`config.mk`:
```
export PLATFORM = sky130hd
export DESIGN_NAME = nonce_sequencer
export DESIGN_NICKNAME = d
export VERILOG_FILES = /design/src/rtl/nonce_sequencer.sv
export SDC_FILE = /design/constraint.sdc
export NUM_CORES = 2
export LEC_CHECK = 0
export CAP_MARGIN = 0
export CORE_MARGIN = 1
export CORE_UTILIZATION = 50
export CTS_CLUSTER_DIAMETER = 50
export DETAILED_ROUTE_END_ITERATION = 10
export GPL_TIMING_DRIVEN = 0
export PLACE_DENSITY = 0.69
export SKIP_LAST_GASP = 1
export SLEW_MARGIN = 25
export SYNTH_ARGS = -nofsm -noshare
export SYNTH_HDL_FRONTEND = slang
export SYNTH_SLANG_ARGS = --single-unit
```
`constraint.sdc`:
```
create_clock -name clk -period 9.9 [get_ports clk]
set_clock_uncertainty 0.05 [all_clocks]
set_input_delay 2.97 -clock clk [delete_from_list [all_inputs] [get_ports clk]]
set_output_delay 2.97 -clock clk [all_outputs]
set_load 0.05 [all_outputs]
```
`src/rtl/nonce_sequencer.sv`:
```
// Mining control stage: holds header/target/nonce range, serves header words to
// the double SHA-256 wrapper with the live nonce spliced in, and checks each result.
module nonce_sequencer (
  input  logic         clk,
  input  logic         rst,
  input  logic         cfg_we,
  input  logic [4:0]   cfg_addr,
  input  logic [31:0]  cfg_data,
  input  logic         run,
  output logic         hs_start,
  input  logic [4:0]   hs_addr,
  input  logic         hs_rq,
  output logic [31:0]  hs_data,
  output logic         hs_rdy,
  input  logic [255:0] hs_hash,
  input  logic         hs_done,
  output logic         busy,
  output logic         found,
  output logic [31:0]  found_nonce,
  output logic         exhausted,
  output logic [31:0]  hash_count
);

  typedef enum logic [2:0] {
    S_IDLE, S_START, S_WAIT, S_CHECK, S_NEXT, S_FOUND, S_EXHAUSTED
  } state_t;

  state_t        state, state_nx;
  logic [31:0]   header [20];
  logic [31:0]   target [8];
  logic [31:0]   nonce_last;
  logic [31:0]   nonce;
  logic          done_q;
  logic [255:0]  cmp;
  logic [255:0]  tgt_flat;
  logic [31:0]   word;
  logic          hit;
  logic          done_edge;

  // The hasher's result is byte-serial big-endian; the target compare wants the
  // digest's first byte as the least significant one.
  always_comb begin
    cmp      = '0;
    tgt_flat = '0;
    for (int unsigned i = 0; i < 32; i++) cmp[8*i +: 8] = hs_hash[255-8*i -: 8];
    for (int unsigned i = 0; i < 8; i++) tgt_flat[255-32*i -: 32] = target[i];
  end

  assign hit       = (cmp <= tgt_flat);
  assign done_edge = hs_done & ~done_q;

  always_comb begin
    word = '0;
    if (hs_addr < 5'd19)       word = header[hs_addr];
    else if (hs_addr == 5'd19) word = nonce;
    else if (hs_addr == 5'd20) word = 32'h8000_0000;
    else if (hs_addr == 5'd31) word = 32'h0000_0280;
  end

  always_comb begin
    busy = (state == S_START) || (state == S_WAIT) ||
           (state == S_CHECK) || (state == S_NEXT);
  end

  always_ff @(posedge clk) begin
    if (rst) state <= S_IDLE;
    else     state <= state_nx;
  end

  always_comb begin
    state_nx = state;
    hs_start = 1'b0;
    case (state)
      S_IDLE:  if (run) state_nx = S_START;
      S_START: begin
        hs_start = 1'b1;
        state_nx = run ? S_WAIT : S_IDLE;
      end
      S_WAIT: begin
        if (!run)          state_nx = S_IDLE;
        else if (done_edge) state_nx = S_CHECK;
      end
      S_CHECK: begin
        if (!run)                     state_nx = S_IDLE;
        else if (hit)                 state_nx = S_FOUND;
        else if (nonce == nonce_last) state_nx = S_EXHAUSTED;
        else                          state_nx = S_NEXT;
      end
      S_NEXT:                 state_nx = run ? S_START : S_IDLE;
      S_FOUND, S_EXHAUSTED:   if (!run) state_nx = S_IDLE;
      default:                state_nx = S_IDLE;
    endcase
  end

  always_ff @(posedge clk) begin
    if (rst) begin
      for (int unsigned i = 0; i < 20; i++) header[i] <= '0;
      for (int unsigned i = 0; i < 8; i++) target[i] <= '0;
      nonce_last  <= '0;
      nonce       <= '0;
      done_q      <= 1'b0;
      hs_rdy      <= 1'b0;
      hs_data     <= '0;
      found       <= 1'b0;
      found_nonce <= '0;
      exhausted   <= 1'b0;
      hash_count  <= '0;
    end else begin
      done_q <= hs_done;
      hs_rdy <= hs_rq;
      if (hs_rq) hs_data <= word;

      if (cfg_we && !busy) begin
        if (cfg_addr < 5'd20)       header[cfg_addr] <= cfg_data;
        else if (cfg_addr < 5'd28)  target[cfg_addr[2:0] + 3'd4] <= cfg_data;
        else if (cfg_addr == 5'd28) nonce_last <= cfg_data;
      end

      // An abort (run low) suppresses every CHECK/NEXT side effect.
      case (state)
        S_IDLE: if (run) begin
          hash_count <= '0;
          found      <= 1'b0;
          exhausted  <= 1'b0;
          nonce      <= header[19];
        end
        S_CHECK: if (run) begin
          hash_count <= hash_count + 32'd1;
          if (hit) begin
            found       <= 1'b1;
            found_nonce <= nonce;
          end else if (nonce == nonce_last) begin
            exhausted <= 1'b1;
          end
        end
        S_NEXT: if (run) nonce <= nonce + 32'd1;
        default: ;
      endcase
    end
  end

endmodule

```
### Yosys cells after proc, flatten, opt, wreduce, memory -nomap -nowiden

Memories as Yosys holds them, arrays and structs flattened.
Index checks and enable logic that the tools add are counted.

| operators by class | value |
|---|---|
| bitwise operators | 4 |
| add/sub/neg operators | 3 |
| order comparisons | 4 |
| reductions and logical operators | 18 |
| mux-type cells | 46 |
| eq/ne operators | 19 |

Operators with widths:

| cell | count |
|---|---|
| 2-to-1 mux 32 bit | 9 |
| less-or-equal comparator 256 bit | 1 |
| one-hot mux 32 bit (2 select lines) | 2 |
| adder 32 x 1 -> 32 bit, second input constant | 2 |
| OR reduction 32 bit | 2 |
| equality test 32 bit | 1 |
| 2-to-1 mux 1 bit | 21 |
| equality test 5 bit, second input constant | 4 |
| 2-to-1 mux 3 bit | 6 |
| one-hot mux 3 bit (6 select lines) | 1 |
| < comparator 5 bit, second input constant | 3 |
| inequality test 2 bit, second input constant | 6 |
| AND reduction 3 bit | 4 |
| 2-to-1 mux 10 bit | 1 |
| equality test 3 bit, second input constant | 3 |
| AND reduction 4 bit | 2 |
| equality test 3 x 2 -> 1 bit, second input constant | 2 |
| 2-to-1 mux 2 bit | 3 |
| 2-to-1 mux 5 bit | 1 |
| AND reduction 5 bit | 1 |
| one-hot mux 1 bit (2 select lines) | 2 |
| nonzero test 2 bit | 2 |
| adder 3 bit, second input constant | 1 |
| equality test 3 x 1 -> 1 bit, second input constant | 1 |
| other kinds (9) | 13 |

| word-level totals | value |
|---|---|
| memories kept | 2 |
| logic and storage cells | 106 |
| memory bits (writable) | 896 |
| input bits | 304 |
| output and inout bits | 101 |
| flip-flop bits (word level) | 167 |

Memory list:

| memory | depth | bits a word | read ports | clocked after memory_dff | write ports | RTL line | text |
|---|---|---|---|---|---|---|---|
| header | 20 | 32 | 2 | 0 | 20 | 29 | `logic [31:0] header [20];` |
| target | 8 | 32 | 8 | 0 | 8 | 30 | `logic [31:0] target [8];` |

### Depth between registers and ports, before layout

| logic depth | value |
|---|---|
| word-level depth | 11 |
| depth in mapped cells | 12 |
| mapped depth without buffers | 11 |

### Least setup slack after synthesis

No wires, ideal clock.

| timing path | value |
|---|---|
| kind | input to register |
| from | input hs_hash[21] |
| to | register found_nonce[10] |
| slack | 4.493 ns |
| stages on the path | 11 |
| buffers on the path | 1 |
| data arrival time | 5.285 ns |
| setup time | 0.072 ns |
| data required time | 9.778 ns |
| cell sequence | ha_1 > a21o_1 > a21o_1 > a221o_1 > a211o_1 > a31oi_1 > o211ai_1 > a2111o_1 > nand2_4 > buf_12 > mux2i_1 |

| between the ends | value |
|---|---|
| cells in the longest elaborated chain, start to end | 2 |

RTL lines:

| item | RTL line | text |
|---|---|---|
| start: declaration | 15 | `input logic [255:0] hs_hash,` |
| less-or-equal comparator 256 bit | 49 | `assign hit = (cmp <= tgt_flat);` |
| AND reduction 3 bit (no line) | n/a |  |
| end signal: assignment | 131 | `found_nonce <= nonce;` |
| end: declaration | 19 | `output logic [31:0] found_nonce,` |

Every way passes these cells.
A chain may end at the register's enable or synchronous reset.

### Worst setup path in the final report

| timing path | value |
|---|---|
| from | input hs_hash[101] |
| to | register found_nonce[16] |

Same word-level chain as after synthesis.

==> run metrics <==
status finished clean; worst vdd ir 0.2053 mV; First DRT Iteration DRCs 4710; crit path max fanout 10; Post-DP Area 0.07345 mm^2; Num CTS Buffers 156; clk root buf clkbuf_16; Routed Antenna Nets 0; CTS H-tree lvls 4; total core area 0.1298 mm^2; # hold bufs at CTS 0; YS warnings 0; Gate power share 9.6%; Tcrit/Tclk final 65.99%; chip width 364.4 um; clock share of power 41.8%; vias in the first global route 41930; Multi-input gate area 0.02442 mm^2; global-route usage over all layers 30.97%; Fin. Hold Viols 0; relative slew slack 25.01%; crit path DAT 7190 ps; Setup crit end kind flop; primary flip-flop cell chosen by synthesis mapping edfxtp_1; Synth Area per Inst 13.63 um^2; clk_lat worst skew 800 ps; Worst Setup SP hs_hash[101]; required time of the critical path 10560 ps; Setup TNS Final 0 ps; power per cell area 175.4 mW/mm^2; Post-synth EDFFs 1220; post-CTS setup buffers 0; crit path launch type input port; synthesized area 0.06566 mm^2; worst slew pin tran 1125 ps; cell leakage power 29.48 nW; GPL Wtd Cong 0.9289; fin nets 6276; I/O pins 405; crit path cell chain clkdlybuf4s50_1, ha_1, nand4_1, nor4_1, nand4_1, nor4_4, nand2_2, nor4_2, nand2_1, nand2_4, buf_12, mux2i_1; die area 0.1328 mm^2; drt pass-1 iters 6; gr ovfl total 0; Worst path most repeated cell nand4_1; top cells by area, synth edfxtp_1 (56%), mux4_2 (9.3%), and2_1 (8.6%); Int Power 10.44 mW; Switch Pwr 3.343 mW; PostCTS Resize Cnt 0; Initial Util 50.58%; area leader, netlist edfxtp_1; Max Freq 153.1 MHz; Port-buffer cells 396; routed vias 43050; Crit-path slowest cell nor4_1; initial antenna violation count 21; delay of the slowest critical-path stage 610 ps; share of the synthesized area in the top cell type 55.80%; Netlist cell types 73; clock sinks 1387; register area 0.03998 mm^2; hold path start found; worst path bufs/invs 2; Finished Cell Area 0.07860 mm^2; count of final max-slew check failures 0; worst hold path class flop to flop; detailed placer's ending HPWL 150600 um; fin crit period 6533 ps; most frequent cells in the layout edfxtp_1 (1220), and2_1 (906), clkdlybuf4s50_1 (396); pin count of the biggest net entering global routing 33; Async SR Flop Fraction 0%; CTS tree done; Via density 5.671; top cell family by delay on the critical path simple AND/OR/NAND/NOR gates; CTS max path bufs 3; sequential power share 48.7%; most common cell after layout, fill and taps aside edfxtp_1; first-pass GRT wire length 288600 um; row cnt 132; Setup CP Type input port to flop; P&R area growth vs syn 19.71%; r2r startpoint state[1]; synthesized instance count 4818; switching share of power 24.25%; WL/cell 27.19 um; Power Total 13.79 mW; Die Ht 364.4 um; Synth Register Bits 1387; sequential cell area fraction in the yosys report 60.89%; CTS clk-pin slew, worst paths 60 ps; # fillers 10090; max cap viols 0; RSZ-0062 raised after global routing no; Setup Viol. Count Final 0; fraction of layout cells with a size suffix above 1 11.24%; Total Wirelength 206400 um; DRC viols 0
==> worst reg2reg max path: stages, from the launching register on <==
cell,delay (ps)
dfxtp_1,370
nor2_2,340
xor2_1,670
nand3_1,470
or3_1,500
nor2_1,670
or2_2,920
==> cell usage after synthesis (all sizes together), types with 3 or more instances <==
library cell and number:
clkbuf 284, or3 7, nor2b 29, o211ai 7
o21a 6, a22oi 42, and2 908, nand2 181
nand4 128, ha 258, a32oi 3, dfxtp 167
mux2 6, mux2i 41, xnor2 43, nor2 137
nor4 24, o31ai 6, buf 66, edfxtp 1220
a31oi 29, nand2b 119, nand3b 3, nand3 56
a21oi 165, nor3 31, o221ai 7, and3 20
or4 3, a21o 28, xor2 23, o22ai 9
a21boi 4, o21ai 71, inv 278, and4 9
mux4 272, a221oi 13, or2 35, a211oi 56
==> per-stage QoR <==
step	cells	util, %	setup WS [ps]	hold WS (ps)
floorplan	5141	-	4493	398.8
global placement	7279	56.24	2598	390.7
detailed placement	7296	56.58	2578	401.9
CTS	7583	60.49	3378	410.5
global route	7585	60.54	3318	429.4
finish	7591	60.55	3367	411.6
==> sequential cells by signal (all words and copies together) (netlist names) <==
name	cells
header	964
target	256
found_nonce	32
hash_count	32
hs_data	32
nonce	32
nonce_last	32
state	3
done_q	1
exhausted	1
found	1
hs_rdy	1
==> final timing paths <==
| kind | endpoint | slack (ps) | cells after the start |
|---|---|---|---|
| worst max-delay path | found_nonce[16] | 3370 | 12 |
| worst min-delay path | found | 410 | 2 |
| worst max register to register | header[14][26] | 5460 | 6 |
| worst min register to register | found | 410 | 2 |
==> power groups by stage <==
stage                     Combinational [mW]  Sequential, mW  Clock, mW
after floorplan                        0.658            6.82          0
after global placement                  1.26            6.82          0
after detailed placement                1.30            6.83          0
after CTS                               1.30            6.71       5.79
after global routing                    1.39            6.73       6.01
final                                   1.32            6.71       5.76
==> metal layers <==
metal	up-vias	global-route usage, %	share of wire, %
li1	19080	-	-
met2	2076	49.19	46
met1	21440	38.87	38
met5	-	0	0.062
met3	436	8.431	11
met4	18	16.18	5.5
==> area by class of cell <==
cell class | count | area share [%]
Buffer | 350 | 1.899
Timing Repair Buffer | 415 | 5.603
Antenna cell | 6 | 0.01910
Multi-Input combinational cell | 3126 | 31.07
Clock inverter | 83 | 1.039
Sequential cell | 1387 | 50.86
Tap cell | 1742 | 2.773
Inverter | 278 | 1.328
Clock buffer | 204 | 5.409
==> cells by family (layout without fill, tap and decap cells) <==
| kind of cell | after synthesis | after routing | synth area share [%] |
|---|---|---|---|
| AND/OR/NAND/NOR | 1701 | 1701 | 15.10 |
| XOR/XNOR | 66 | 66 | 0.8804 |
| other | 1 | 330 | 0.005711 |
| adder cells (fa/ha/maj) | 258 | 258 | 4.917 |
| buffers and inverters | 628 | 1330 | 3.802 |
| flip-flops | 1387 | 1387 | 60.89 |
| multiplexers | 319 | 319 | 10.06 |
| AO/OA/AOI/OAI | 458 | 458 | 4.345 |
Note: power is estimated with default switching activity, not from simulation.
